<file path="config.mk">
export PLATFORM = sky130hd
export DESIGN_NAME = imem_loader
export DESIGN_NICKNAME = d
export VERILOG_FILES = /design/src/rtl/imem_loader_pkg.sv /design/src/rtl/loader_word_asm.sv /design/src/rtl/imem_loader.sv
export VERILOG_INCLUDE_DIRS = /design/src /design/src/rtl
export SDC_FILE = /design/constraint.sdc
export NUM_CORES = 1
export LEC_CHECK = 0
export CAP_MARGIN = 20
export CORE_MARGIN = 5
export CORE_UTILIZATION = 58
export DETAILED_ROUTE_END_ITERATION = 10
export GPL_TIMING_DRIVEN = 0
export PLACE_DENSITY = 0.91
export SLEW_MARGIN = 30
export SYNTH_ARGS = -nofsm -noshare
export SYNTH_HDL_FRONTEND = slang
export SYNTH_SLANG_ARGS = --single-unit
</file>
<file path="constraint.sdc">
create_clock -name clk -period 5.2 [get_ports clk]
set_input_delay 1.04 -clock clk [delete_from_list [all_inputs] [get_ports clk]]
set_output_delay 1.04 -clock clk [all_outputs]
set_load 0.02 [all_outputs]
</file>
<file path="src/rtl/mips_defs.vh">
// Shared loader constants: loader FSM state encodings and the stream header length.
// Latency: n/a (definitions only).
// Backpressure: n/a.
`ifndef MIPS_DEFS_VH
`define MIPS_DEFS_VH

// Header is a 16-bit big-endian word count.
`define LDR_HDR_LEN   2

`define LDR_ST_IDLE   3'd0
`define LDR_ST_HDR_HI 3'd1
`define LDR_ST_HDR_LO 3'd2
`define LDR_ST_DATA   3'd3
`define LDR_ST_CSUM   3'd4
`define LDR_ST_DONE   3'd5
`define LDR_ST_ERROR  3'd6

`endif

</file>
<file path="src/rtl/imem_loader_pkg.sv">
// Types for the instruction-memory loader; state encodings come from mips_defs.vh.
// Latency: n/a (types only).
// Backpressure: n/a.
package imem_loader_pkg;

`include "mips_defs.vh"

  typedef enum logic [2:0] {
    S_IDLE   = `LDR_ST_IDLE,
    S_HDR_HI = `LDR_ST_HDR_HI,
    S_HDR_LO = `LDR_ST_HDR_LO,
    S_DATA   = `LDR_ST_DATA,
    S_CSUM   = `LDR_ST_CSUM,
    S_DONE   = `LDR_ST_DONE,
    S_ERROR  = `LDR_ST_ERROR
  } ldr_state_t;

endpackage

</file>
<file path="src/rtl/loader_word_asm.sv">
// Packs accepted bytes big-endian into 32-bit words (first byte -> [31:24]).
// Latency: combinational; word_valid/word present in the same cycle as the 4th byte.
// Backpressure: none; consumes every byte_fire.
// Ports: clk, reset (async, active-high), clear (restart at byte 0),
//        byte_fire/byte_data (accepted byte), word_valid/word (completed word).
module loader_word_asm (
  input  logic        clk,
  input  logic        reset,
  input  logic        clear,
  input  logic        byte_fire,
  input  logic [7:0]  byte_data,
  output logic        word_valid,
  output logic [31:0] word
);

  logic [23:0] shreg;
  logic [1:0]  cnt;

  always_ff @(posedge clk or posedge reset) begin
    if (reset) begin
      shreg <= '0;
      cnt   <= '0;
    end else if (clear) begin
      cnt   <= '0;
    end else if (byte_fire) begin
      shreg <= {shreg[15:0], byte_data};
      cnt   <= cnt + 2'd1;
    end
  end

  // The 4th byte completes the word without being stored.
  assign word_valid = byte_fire && (cnt == 2'd3);
  assign word       = {shreg, byte_data};

endmodule

</file>
<file path="src/rtl/imem_loader.sv">
// Loads a byte stream (16-bit word count N, then N big-endian words) into instruction memory
// from word 0 and holds the core in reset until a load succeeds.
// Latency: 4th byte accepted -> imem_we next cycle; final write -> done one cycle later.
// Backpressure: rx_ready only in header/data/checksum states; never throttles within a load.
// Ports: clk, reset (async, active-high), start, rx_data/rx_valid/rx_ready,
//        imem_we/imem_addr/imem_wdata, cpu_hold, busy, done, error, words_loaded.
// Option: IMEM_LOADER_CHECKSUM_EN adds a trailing XOR-of-data-bytes checksum byte.
module imem_loader
  import imem_loader_pkg::*;
#(
  parameter int ADDR_W = 8,
  parameter int DEPTH  = 256
) (
  input  logic              clk,
  input  logic              reset,
  input  logic              start,
  input  logic [7:0]        rx_data,
  input  logic              rx_valid,
  output logic              rx_ready,
  output logic              imem_we,
  output logic [ADDR_W-1:0] imem_addr,
  output logic [31:0]       imem_wdata,
  output logic              cpu_hold,
  output logic              busy,
  output logic              done,
  output logic              error,
  output logic [ADDR_W:0]   words_loaded
);

  ldr_state_t      state;
  logic [15:0]     nwords;
  logic            fire;
  logic            data_fire;
  logic            start_ok;
  logic            word_valid;
  logic [31:0]     word;
  logic [15:0]     hdr_n;
  logic [ADDR_W:0] wl_nxt;
  logic            last_word;

`ifdef IMEM_LOADER_CHECKSUM_EN
  logic [7:0]      csum;
`else
  // One-cycle gap between the final write and done.
  logic            fin;
`endif

  assign fire      = rx_valid && rx_ready;
  assign data_fire = fire && (state == S_DATA);
  assign start_ok  = start && ((state == S_IDLE) || (state == S_DONE) || (state == S_ERROR));
  assign hdr_n     = {nwords[15:8], rx_data};
  assign wl_nxt    = words_loaded + (ADDR_W+1)'(1);
  assign last_word = (16'(wl_nxt) == nwords);

  loader_word_asm u_asm (
    .clk        (clk),
    .reset      (reset),
    .clear      (start_ok),
    .byte_fire  (data_fire),
    .byte_data  (rx_data),
    .word_valid (word_valid),
    .word       (word)
  );

  always_ff @(posedge clk or posedge reset) begin
    if (reset) begin
      state        <= S_IDLE;
      nwords       <= '0;
      rx_ready     <= 1'b0;
      imem_we      <= 1'b0;
      imem_addr    <= '0;
      imem_wdata   <= '0;
      cpu_hold     <= 1'b1;
      busy         <= 1'b0;
      done         <= 1'b0;
      error        <= 1'b0;
      words_loaded <= '0;
`ifdef IMEM_LOADER_CHECKSUM_EN
      csum         <= '0;
`else
      fin          <= 1'b0;
`endif
    end else begin
      imem_we <= 1'b0;
      case (state)
        S_IDLE, S_DONE, S_ERROR: begin
          if (start_ok) begin
            state        <= S_HDR_HI;
            rx_ready     <= 1'b1;
            busy         <= 1'b1;
            cpu_hold     <= 1'b1;
            done         <= 1'b0;
            error        <= 1'b0;
            words_loaded <= '0;
`ifdef IMEM_LOADER_CHECKSUM_EN
            csum         <= '0;
`endif
          end
        end

        S_HDR_HI: begin
          if (fire) begin
            nwords[15:8] <= rx_data;
            state        <= S_HDR_LO;
          end
        end

        S_HDR_LO: begin
          if (fire) begin
            nwords[7:0] <= rx_data;
            if (hdr_n == 16'd0) begin
`ifdef IMEM_LOADER_CHECKSUM_EN
              // Empty programs still carry a (zero) checksum byte.
              state    <= S_CSUM;
`else
              state    <= S_DONE;
              rx_ready <= 1'b0;
              busy     <= 1'b0;
              done     <= 1'b1;
              cpu_hold <= 1'b0;
`endif
            end else if (hdr_n > 16'(DEPTH)) begin
              state    <= S_ERROR;
              rx_ready <= 1'b0;
              busy     <= 1'b0;
              error    <= 1'b1;
            end else begin
              state    <= S_DATA;
            end
          end
        end

        S_DATA: begin
          if (data_fire) begin
`ifdef IMEM_LOADER_CHECKSUM_EN
            csum <= csum ^ rx_data;
`endif
            if (word_valid) begin
              imem_we      <= 1'b1;
              imem_addr    <= words_loaded[ADDR_W-1:0];
              imem_wdata   <= word;
              words_loaded <= wl_nxt;
              if (last_word) begin
`ifdef IMEM_LOADER_CHECKSUM_EN
                state    <= S_CSUM;
`else
                rx_ready <= 1'b0;
                fin      <= 1'b1;
`endif
              end
            end
          end
`ifndef IMEM_LOADER_CHECKSUM_EN
          if (fin) begin
            fin      <= 1'b0;
            state    <= S_DONE;
            busy     <= 1'b0;
            done     <= 1'b1;
            cpu_hold <= 1'b0;
          end
`endif
        end

        S_CSUM: begin
`ifdef IMEM_LOADER_CHECKSUM_EN
          if (fire) begin
            rx_ready <= 1'b0;
            busy     <= 1'b0;
            if (rx_data == csum) begin
              state    <= S_DONE;
              done     <= 1'b1;
              cpu_hold <= 1'b0;
            end else begin
              state    <= S_ERROR;
              error    <= 1'b1;
            end
          end
`else
          // Unreachable without the checksum option.
          state <= S_IDLE;
`endif
        end

        default: state <= S_IDLE;
      endcase
    end
  end

endmodule

</file>
==> impl_metrics.tcl <==
set metrics [dict create \
    status "complete, no violations" \
    clock_path_buffers 2 \
    switchingPower_uw 762 \
    vdd_drop_max_mv 0.257 \
    path_buf_inv 1 \
    synth_fp_nets 433 \
    clock_skew_ns 0.0135 \
    r2r_slack_ns 3.10 \
    grt_setup_unrepaired "no" \
    syn_to_final_growth_pct 22.4 \
    reg2reg_to "rx_ready" \
    drc 0 \
    drv_slew 0 \
    grt_pass1_wl_mm 16.6 \
    setup_tns_ns 0 \
    crit_family "simple AND/OR/NAND/NOR gates" \
    num_rows 32 \
    cap_viol_max_count 0 \
    synth_top_cell_by_area "dfrtp_1" \
    cts_inserted_buffers 9 \
    totalWireLength_mm 9.77 \
    rr_worst_depth 7 \
    cpPeakStageDelay_ns 0.57 \
    avgViaCountPerCell 5.58 \
    critPathRequiredTime_ns 5.45 \
    seqPwrFrac_pct 50.3 \
    final_nets 511 \
    antenna_cells 0 \
    drt_iter0_drc 207 \
    fp.dieH_um 97.6 \
    cp-end-kind "flop" \
    wl_per_cell_um 16.2 \
    die_x_um 97.6 \
    dr.pass1.iters 4 \
    core-area_mm2 0.00761 \
    cp-start-kind "input port" \
    hold_viol_final 0 \
    netSwitchingFraction_pct 33.1 \
    synth.avg_cell_area_um2 10.6 \
    num_io_pins 67 \
    ys_seq_elements 101 \
    cp_slowest_cell "clkdlybuf4s50_1" \
    clkSinkCount 101 \
    critPathMaxFanout 5 \
    max_freq_mhz 371 \
    die_area_mm2 0.00952 \
    finalCritPeriodShare_pct 51.8 \
    leakagePower_nw 2.55 \
    dp.cells 588 \
    synth-async-reset-ratio_pct 100 \
    power_density_mw_per_mm2 422 \
    final_cells 603 \
    path_cells "clkdlybuf4s50_1, nor4_1, a21boi_1, nor4b_2, nand3b_1, o21ai_0" \
    cts_root_buf "clkbuf_8" \
    antenna_found_initial 0 \
    place_congestion 0.888 \
    min_path_type "reg -> reg" \
    grt-ovfl-total 0 \
    synth_edf_count 0 \
    yosysSeqAreaShare_pct 56.8 \
    worst-path-stages 6 \
    ctsHoldBuffers 0 \
    vias 3367 \
    finalCriticalPeriod_ns 2.69 \
    rr_startpoint "words_loaded[1]" \
    grt_pass1_vias 3343 \
    cts_tree "done" \
    synth.cell_area_mm2 0.00445 \
    cts_setup_buffers 0 \
    synthTopCellsByArea "dfrtp_1 (56%), nand2_1 (11%), mux2_2 (10%)" \
    final_common_cell "nand2_1" \
    port_buffers 66 \
    insertion_delay_ns 0.36 \
    startpoint "rx_data[1]" \
    dp_hpwl_mm 7.12 \
    synthCells 419 \
    cp.arrival_ns 2.94 \
    drive_above_1_share_pct 16.8 \
    power_frac_clock_pct 19.8 \
    hold_ws_ns 0.476 \
    path_clk_slew_ns 0.10 \
    antenna_left 0 \
    ctsResizeCount 0 \
    synth-main-ff-cell "dfrtp_1" \
    grt_max_degree 66 \
    initial_core_util_pct 58.5 \
    p_total_mw 2.30 \
    worstSetupPathType "in -> reg" \
    timing.final.ws_setup_ns 2.51 \
    grt.total_usage_pct 21.6 \
    ys_warn_count 0 \
    setup.worst_path.end "state[2]" \
    setup_violations 0 \
    intPower_mw 1.54 \
    nFillCells 548 \
    htreeDepth 3 \
    ys_types 51 \
    slew_headroom_pct 62.4 \
    power_frac_comb_pct 29.8 \
    layout_common_cells "nand2_1 (134), dfrtp_1 (100), clkdlybuf4s50_1 (66), mux2_2 (41), o21ai_0 (19)" \
    worst_slew_pin_slew_ns 0.558 \
    detailedPlace.worstSlack_ns 2.18 \
    post-synth-top-area-fraction_pct 56.2 \
]
## kinds of logic after synthesis
group	count (synthesis)	synth area share, %
AND/OR/NAND/NOR	182	18.5
AO/OA/AOI/OAI	50	7.31
flip-flops	101	56.8
XOR/XNOR	13	2.56
adder cells (fa/ha/maj)	2	0.562
multiplexers	43	10.8
buffers and inverters	28	3.46
## cell type report
| type | instances | area, um2 | share of cell area [%] |
|---|---|---|---|
| clock buffers | 11 | 141 | 2.60 |
| well taps | 102 | 128 | 2.34 |
| flip-flops and latches | 101 | 2530 | 46.4 |
| clock inverters | 4 | 32.5 | 0.597 |
| plain buffers | 21 | 128 | 2.34 |
| repair buffers | 67 | 688 | 12.6 |
| multi-input cells | 290 | 1770 | 32.5 |
| inverters | 7 | 31.3 | 0.574 |
## sequential cells by signal, indices dropped and copies added (netlist names)
register      cells
busy              1
cpu_hold          1
done              1
error             1
fin               1
imem_addr         8
imem_wdata       32
imem_we           1
nwords           16
rx_ready          1
state             3
u_asm.cnt         2
u_asm.shreg      24
words_loaded      9
## power by group through the flow
stage	sequential (mW)	combinational, mW	clock, mW
after floorplan	1.16	0.454	0
after global placement	1.15	0.658	0
after detailed placement	1.17	0.687	0
after CTS	1.15	0.693	0.462
after global routing	1.18	0.753	0.496
final	1.16	0.686	0.456
## through the flow
| step | util [%] | area, um2 |
|---|---|---|
| detailed placement | 69.3 | 5270 |
| floorplan | - | 4450 |
| global placement | 68.9 | 5240 |
| finish | 71.6 | 5450 |
| global route | 71.6 | 5450 |
| CTS | 71.6 | 5450 |
## metal layers
layer | track usage (%) | wire (um)
met2 | 35.2 | 4890
met3 | 4.02 | 437
met5 | 0 | 0
met1 | 29.7 | 4270
met4 | 6.18 | 167
## synth_stat cells, types with 5 or more instances
library cell    n
mux2_2         41
dfrtp_1       100
xor2_1          6
nor4_1          5
inv_1           6
nand3_1        10
a21oi_1         6
xnor2_1         7
o21ai_0        19
nand2_1       134
nor2_1          6
buf_4           6
buf_2           9
## worst min path at each step
| stage | from | end | slack (ns) | cells after the start |
|---|---|---|---|---|
| CTS | u_asm.shreg[16] | imem_wdata[24] | 0.47 | 2 |
| detailed placement | u_asm.shreg[16] | imem_wdata[24] | 0.45 | 2 |
| finish | u_asm.shreg[22] | imem_wdata[30] | 0.48 | 2 |
| global placement | u_asm.shreg[22] | imem_wdata[30] | 0.45 | 2 |
| floorplan | u_asm.shreg[16] | imem_wdata[24] | 0.43 | 2 |
| global route | imem_addr[2] | imem_addr[2] | 0.51 | 2 |
## worst min-delay path: stages (launching register included)
cell and delay [ns]:
dfrtp_1 0.35, nand2_1 0.05, nand2_1 0.05
No activity file was read; power rests on OpenSTA's default activity.
